<file path="src/rtl/axi4_lite_write_master_q.sv">
// Queued AXI4-Lite write master: DEPTH-entry command FIFO feeding one outstanding AW/W/B transaction.
// Optional sticky error capture (err_valid/err_addr/err_clear) is built when AXIW_ERR_CAPTURE_EN is defined.
module axi4_lite_write_master_q #(
    parameter int ADDR_WIDTH = 32,
    parameter int DATA_WIDTH = 32,
    parameter int DEPTH      = 4,
    localparam int STRB_WIDTH = DATA_WIDTH / 8,
    localparam int PTR_W      = $clog2(DEPTH),
    localparam int LVL_W      = $clog2(DEPTH) + 1
) (
    input  logic                  clk,
    input  logic                  rst_n,
    input  logic                  cmd_valid,
    output logic                  cmd_ready,
    input  logic [ADDR_WIDTH-1:0] cmd_addr,
    input  logic [DATA_WIDTH-1:0] cmd_data,
    input  logic [STRB_WIDTH-1:0] cmd_strb,
    output logic [LVL_W-1:0]      fifo_level,
    output logic                  busy,
    output logic                  resp_valid,
    output logic [1:0]            resp_code,
    output logic                  err_valid,
    output logic [ADDR_WIDTH-1:0] err_addr,
    input  logic                  err_clear,
    output logic [ADDR_WIDTH-1:0] M_AXI_AWADDR,
    output logic                  M_AXI_AWVALID,
    input  logic                  M_AXI_AWREADY,
    output logic [DATA_WIDTH-1:0] M_AXI_WDATA,
    output logic [STRB_WIDTH-1:0] M_AXI_WSTRB,
    output logic                  M_AXI_WVALID,
    input  logic                  M_AXI_WREADY,
    input  logic [1:0]            M_AXI_BRESP,
    input  logic                  M_AXI_BVALID,
    output logic                  M_AXI_BREADY
);

    typedef enum logic [1:0] {
        S_IDLE      = 2'd0,
        S_ADDR_DATA = 2'd1,
        S_RESP      = 2'd2
    } state_t;

    state_t state_q, state_d;

    logic [ADDR_WIDTH-1:0] addr_mem_q [DEPTH];
    logic [DATA_WIDTH-1:0] data_mem_q [DEPTH];
    logic [STRB_WIDTH-1:0] strb_mem_q [DEPTH];

    logic [PTR_W-1:0] wr_ptr_q, wr_ptr_d;
    logic [PTR_W-1:0] rd_ptr_q, rd_ptr_d;
    logic [LVL_W-1:0] level_q, level_d;

    logic                  awvalid_q, awvalid_d;
    logic                  wvalid_q, wvalid_d;
    logic [ADDR_WIDTH-1:0] awaddr_q, awaddr_d;
    logic [DATA_WIDTH-1:0] wdata_q, wdata_d;
    logic [STRB_WIDTH-1:0] wstrb_q, wstrb_d;

    logic       resp_valid_q;
    logic [1:0] resp_code_q;

    logic not_full;
    logic push;
    logic pop;
    logic bready;
    logic b_hs;

    // Readiness is based on the registered level only, so a pop in the same cycle never frees a slot.
    assign not_full = (level_q < LVL_W'(DEPTH));
    assign push     = cmd_valid && not_full;
    assign b_hs     = bready && M_AXI_BVALID;

    // ---------------- command FIFO ----------------
    always_ff @(posedge clk) begin
        if (push) begin
            addr_mem_q[wr_ptr_q] <= cmd_addr;
            data_mem_q[wr_ptr_q] <= cmd_data;
            strb_mem_q[wr_ptr_q] <= cmd_strb;
        end
    end

    always_comb begin
        wr_ptr_d = wr_ptr_q;
        rd_ptr_d = rd_ptr_q;
        level_d  = level_q;
        if (push) begin
            wr_ptr_d = wr_ptr_q + PTR_W'(1);
        end
        if (pop) begin
            rd_ptr_d = rd_ptr_q + PTR_W'(1);
        end
        if (push && !pop) begin
            level_d = level_q + LVL_W'(1);
        end else if (pop && !push) begin
            level_d = level_q - LVL_W'(1);
        end
    end

    always_ff @(posedge clk or negedge rst_n) begin
        if (!rst_n) begin
            wr_ptr_q <= '0;
            rd_ptr_q <= '0;
            level_q  <= '0;
        end else begin
            wr_ptr_q <= wr_ptr_d;
            rd_ptr_q <= rd_ptr_d;
            level_q  <= level_d;
        end
    end

    // ---------------- transaction FSM ----------------
    always_ff @(posedge clk or negedge rst_n) begin
        if (!rst_n) begin
            state_q <= S_IDLE;
        end else begin
            state_q <= state_d;
        end
    end

    always_comb begin
        state_d = state_q;
        case (state_q)
            S_IDLE: begin
                if (level_q != '0) begin
                    state_d = S_ADDR_DATA;
                end
            end
            S_ADDR_DATA: begin
                if (!awvalid_d && !wvalid_d) begin
                    state_d = S_RESP;
                end
            end
            S_RESP: begin
                if (M_AXI_BVALID) begin
                    state_d = S_IDLE;
                end
            end
            default: state_d = S_IDLE;
        endcase
    end

    always_comb begin
        pop    = 1'b0;
        bready = 1'b0;
        case (state_q)
            S_IDLE:  pop    = (level_q != '0);
            S_RESP:  bready = 1'b1;
            default: ;
        endcase
    end

    // ---------------- AW/W channel registers ----------------
    // Each VALID drops independently after its own handshake; payload only changes on a pop.
    always_comb begin
        awvalid_d = awvalid_q;
        wvalid_d  = wvalid_q;
        awaddr_d  = awaddr_q;
        wdata_d   = wdata_q;
        wstrb_d   = wstrb_q;
        if (pop) begin
            awvalid_d = 1'b1;
            wvalid_d  = 1'b1;
            awaddr_d  = addr_mem_q[rd_ptr_q];
            wdata_d   = data_mem_q[rd_ptr_q];
            wstrb_d   = strb_mem_q[rd_ptr_q];
        end else begin
            if (awvalid_q && M_AXI_AWREADY) begin
                awvalid_d = 1'b0;
            end
            if (wvalid_q && M_AXI_WREADY) begin
                wvalid_d = 1'b0;
            end
        end
    end

    always_ff @(posedge clk or negedge rst_n) begin
        if (!rst_n) begin
            awvalid_q <= 1'b0;
            wvalid_q  <= 1'b0;
            awaddr_q  <= '0;
            wdata_q   <= '0;
            wstrb_q   <= '0;
        end else begin
            awvalid_q <= awvalid_d;
            wvalid_q  <= wvalid_d;
            awaddr_q  <= awaddr_d;
            wdata_q   <= wdata_d;
            wstrb_q   <= wstrb_d;
        end
    end

    // ---------------- response return ----------------
    always_ff @(posedge clk or negedge rst_n) begin
        if (!rst_n) begin
            resp_valid_q <= 1'b0;
            resp_code_q  <= 2'b00;
        end else begin
            resp_valid_q <= b_hs;
            if (b_hs) begin
                resp_code_q <= M_AXI_BRESP;
            end
        end
    end

`ifdef AXIW_ERR_CAPTURE_EN
    logic                  err_valid_q;
    logic [ADDR_WIDTH-1:0] err_addr_q;

    // First SLVERR/DECERR wins; a same-cycle clear takes priority over a new capture.
    always_ff @(posedge clk or negedge rst_n) begin
        if (!rst_n) begin
            err_valid_q <= 1'b0;
            err_addr_q  <= '0;
        end else if (err_clear) begin
            err_valid_q <= 1'b0;
            err_addr_q  <= '0;
        end else if (b_hs && M_AXI_BRESP[1] && !err_valid_q) begin
            err_valid_q <= 1'b1;
            err_addr_q  <= awaddr_q;
        end
    end

    assign err_valid = err_valid_q;
    assign err_addr  = err_addr_q;
`else
    logic unused_err_clear;

    assign unused_err_clear = err_clear;
    assign err_valid        = 1'b0;
    assign err_addr         = '0;
`endif

    assign cmd_ready     = rst_n && not_full;
    assign fifo_level    = level_q;
    assign busy          = (level_q != '0) || (state_q != S_IDLE);
    assign resp_valid    = resp_valid_q;
    assign resp_code     = resp_code_q;
    assign M_AXI_AWADDR  = awaddr_q;
    assign M_AXI_AWVALID = awvalid_q;
    assign M_AXI_WDATA   = wdata_q;
    assign M_AXI_WSTRB   = wstrb_q;
    assign M_AXI_WVALID  = wvalid_q;
    assign M_AXI_BREADY  = bready;

endmodule
</file>
<file path="config.mk">
export PLATFORM = sky130hd
export DESIGN_NAME = axi4_lite_write_master_q
export DESIGN_NICKNAME = d
export VERILOG_FILES = /design/src/rtl/axi4_lite_write_master_q.sv
export SDC_FILE = /design/constraint.sdc
export NUM_CORES = 1
export LEC_CHECK = 0
export ABC_AREA = 1
export BUFFER_PORTS_ARGS = -buffer_cell sky130_fd_sc_hd__buf_4
export CELL_PAD_IN_SITES_DETAIL_PLACEMENT = 2
export CELL_PAD_IN_SITES_GLOBAL_PLACEMENT = 2
export CORE_ASPECT_RATIO = 0.7
export CORE_UTILIZATION = 42
export CTS_CLUSTER_SIZE = 30
export DETAILED_ROUTE_END_ITERATION = 7
export PLACE_DENSITY = 0.9
export SYNTH_ARGS = -nofsm -noshare
export SYNTH_HDL_FRONTEND = slang
export SYNTH_SLANG_ARGS = --single-unit
</file>
<file path="constraint.sdc">
create_clock -name clk -period 10.1 [get_ports clk]
set_input_delay 0.505 -clock clk [delete_from_list [all_inputs] [get_ports clk]]
set_output_delay 0.505 -clock clk [all_outputs]
set_load 0.03 [all_outputs]
</file>
==> impl_metrics.csv <==
group,metric,value,unit
timing,slew_headroom,24.8,%
worst_setup_path,cpMaxStageDelayCell,"nor2_4",
clock_tree,cts_buffer_depth,3,
timing,finalMaxSlewViolations,0,
clock_tree,cts_sinks,354,
placed_design,gp_congestion,0.694,
synthesis,yosysSeqAreaShare,74.6,%
synthesis,ys_types,26,
floorplan,die_w,218,um
drt,vias,8799,
final_layout,multi_input_area,0.00291,sq mm
synthesis,synth-main-ff-cell,"edfxtp_1",
synthesis,postSynthCellCount,1063,
power_and_ir_drop,intPower,3.27,mW
worst_setup_path,path_depth,4,
worst_setup_path,worst-setup-path-type,"flip-flop to flip-flop",
timing,fin_crit,2.92,ns
drt,firstDrtPassIters,5,
drt,wl_per_cell,24.3,um
clock_tree,h-tree-depth,2,
floorplan,design.die.area,0.0333,sq mm
power_and_ir_drop,peakVddDrop,0.184,mV
worst_setup_path,reg2reg_depth,4,
worst_setup_path,path_delay_family,"simple AND/OR/NAND/NOR gates",
final_layout,register_area,0.0102,sq mm
drt,route.detailed.drc,0,
timing,hold_viol_final,0,
worst_setup_path,path_buf_inv,2,
drt,ant_nets,0,
status,outcome,"finished, final reports clean",
worst_setup_path,r2r_end,"data_mem_q[2][5]",
synthesis,synth_edf_count,272,
synthesis,synth_top_cell_area_share,59.6,%
power_and_ir_drop,power.total,5.46,mW
power_and_ir_drop,p_leak,6.31,nW
power_and_ir_drop,p_seq_share,38.7,%
placed_design,place_area,0.0150,sq mm
timing,fmaxAchievable,0.342,GHz
floorplan,die_h,153,um
final_layout,fill_cells,3042,
synthesis,yosysWarningCount,0,
floorplan,initial_core_util,43.3,%
worst_setup_path,crit_required,10.24,ns
final_layout,fin_nets,1292,
floorplan,core,0.0316,sq mm
clock_tree,cts-resized-gates,0,
timing,setup_violations,0,
timing,rsz0062_at_grt,"no",
synthesis,ys_seq_elements,354,
worst_setup_path,reg2reg_slack,7.18,ns
clock_tree,tritoncts,"done",
timing,fin_setup_tns,0,ns
clock_tree,cts_buffers,36,
final_layout,fin_area,0.0162,sq mm
global_route,grt_usage,24.6,%
drt,routed_wl,40200,um
worst_setup_path,crit_start,"fifo_level[2]",
worst_setup_path,critPathMaxFanout,37,
global_route,grt_pass1_wl,61600,um
global_route,grt_max_degree,86,
worst_setup_path,cp_cell_sequence,"inv_1 -> nand2_1 -> nor2_4 -> buf_4",
power_and_ir_drop,combPwrFrac,36.8,%
worst_setup_path,timing.critical_path.to,"data_mem_q[2][5]",
synthesis,synth_area_per_cell,12.9,sq um
clock_tree,root_buffer,"clkbuf_16",
synthesis,synthArstFlopShare,23.2,%
power_and_ir_drop,power.density,338,mW/mm^2
clock_tree,clk_pin_slew,0.07,ns
global_route,grt_pass1_vias,10000,
placed_design,dp_hpwl,23200,um
final_layout,drive_gt1_share,20.1,%
placed_design,port_buffers,154,
flow_run,drv_cap,0,
clock_tree,hold_buffers,1,
power_and_ir_drop,switchingPower,2.19,mW
final_layout,fin_util,51.1,%
drt,first_iter_violations,555,
power_and_ir_drop,switching_share,40.1,%
min_path,min-delay-start,"M_AXI_AWREADY",
final_layout,areaGrowthSynthToFinish,17.9,%
synthesis,synth_area_leaders,"edfxtp_1 (60%), dfrtp_1 (15%), nand2_1 (6.1%), nor2_1 (4.1%), o22ai_1 (3.1%)",
timing,tightestPinTransition,1.13,ns
worst_setup_path,cp.arrival,3.07,ns
floorplan,ioPinCount,189,
synthesis,synth_area_leader_cell,"edfxtp_1",
final_layout,num_antenna_cells,0,
timing,fin_skew,0.0166,ns
global_route,grt-ovfl-total,0,
worst_setup_path,r2r-start,"fifo_level[2]",
worst_setup_path,cpPeakStageDelay,0.98,ns
timing,finalCritPeriodShare,28.9,%
worst_setup_path,start_kind,"flip-flop",
power_and_ir_drop,clock_power_share,24.4,%
floorplan,rows,54,
drt,viasPerCell,5.32,
synthesis,syn_area,0.0137,sq mm
worst_setup_path,end_kind,"flip-flop",
min_path,hp-class,"input port to flip-flop",
global_route,grt_antenna_before_repair,0,
clock_tree,post_cts_buffers,0,
clock_tree,worstSkewPairLatency,0.52,ns
==> worst reg2reg max path, stage by stage, from the launching register on <==
cell     delay, ns
dfrtp_1       0.41
inv_1         0.10
nand2_1       0.33
nor2_4        0.99
buf_4         0.68
==> cells in the mapped netlist, drive strengths merged (2+ instances only) <==
library cell / instances
inv: 21
xor2: 3
nand2: 223
nor2: 152
edfxtp: 272
o21ai: 139
dfrtp: 82
buf: 80
nand3: 2
clkbuf: 12
o22ai: 68
ha: 5
==> logic make-up (layout without fill, tap and decap cells) <==
kind of cell | after synthesis | count (layout) | synth area share, %
other cells | 1 | 33 | 0.0274
fa+ha+maj | 6 | 6 | 0.603
buf+inv | 113 | 253 | 5.28
mux | 1 | 1 | 0.0822
simple gates | 377 | 377 | 10.4
flops | 354 | 354 | 74.6
xor+xnor | 4 | 4 | 0.256
compound gates | 207 | 207 | 8.73
==> layout by cell type, fill, tap and decap left out, drive strengths merged <==
master | netlist | final
conb | 1 | 33
inv | 21 | 20
nand3 | 2 | 2
nand2 | 223 | 223
buf | 80 | 167
dfrtp | 82 | 82
dlygate4sd3 | 0 | 1
clkinvlp | 0 | 1
o22ai | 68 | 68
xnor2 | 1 | 1
bufinv | 0 | 3
clkbuf | 12 | 54
clkinv | 0 | 7
nor2 | 152 | 152
edfxtp | 272 | 272
fa | 1 | 1
o21ai | 139 | 139
mux2 | 1 | 1
ha | 5 | 5
xor2 | 3 | 3
==> power by group through the flow <==
stage,clock network (mW),logic (mW),registers (mW)
after floorplan,0,1.07,2.36
after global placement,0,1.86,2.10
after detailed placement,0,2.00,2.14
after CTS,1.36,2.04,2.12
after global routing,1.41,2.18,2.14
final,1.33,2.01,2.12
==> area by class of cell <==
class | instances | share of cell area [%]
clock buffers | 54 | 6.31
flip-flops and latches | 354 | 63.3
well taps | 420 | 3.25
clock inverters | 10 | 0.767
inverters | 21 | 0.527
multi-input cells | 628 | 18.0
repair buffers | 168 | 7.82
==> per-stage QoR <==
| stage | hold slack [ns] | worst slack (ns) | instances |
|---|---|---|---|
| 6_report | 0.157 | 7.18 | 1655 |
| 5_1_grt | 0.140 | 6.98 | 1655 |
| 4_1_cts | 0.127 | 7.11 | 1655 |
| 3_5_place_dp | 0.470 | 7.07 | 1590 |
| 3_3_place_gp | 0.465 | 7.14 | 1590 |
| 2_1_floorplan | 0.209 | 5.99 | 1095 |
==> state kept, by name, indices dropped and copies added, names as in the netlist <==
name / flops
data_mem_q: 128
M_AXI_WSTRB: 4
M_AXI_WDATA: 32
fifo_level: 3
resp_code: 2
wr_ptr_q: 2
M_AXI_AWADDR: 32
strb_mem_q: 16
M_AXI_AWVALID: 1
addr_mem_q: 128
resp_valid: 1
rd_ptr_q: 2
state_q: 2
M_AXI_WVALID: 1
==> metal layers <==
metal  GRT usage [%]  part of all wire [%]  vias up
met2            42.9                    51      216
met3            4.56                   4.6       59
met5               0                     0        -
met1            31.4                    42     4587
li1                -                     -     3937
met4            6.59                   1.9        0
==> how the worst min path moves through the flow <==
stage	end	depth (start not counted)
after floorplan	M_AXI_AWADDR[0]	0
after global placement	resp_code[0]	2
after detailed placement	M_AXI_WDATA[13]	2
after CTS	M_AXI_AWVALID	2
after global routing	M_AXI_AWVALID	2
final	M_AXI_AWVALID	2
(Power assumes the default switching activity.)
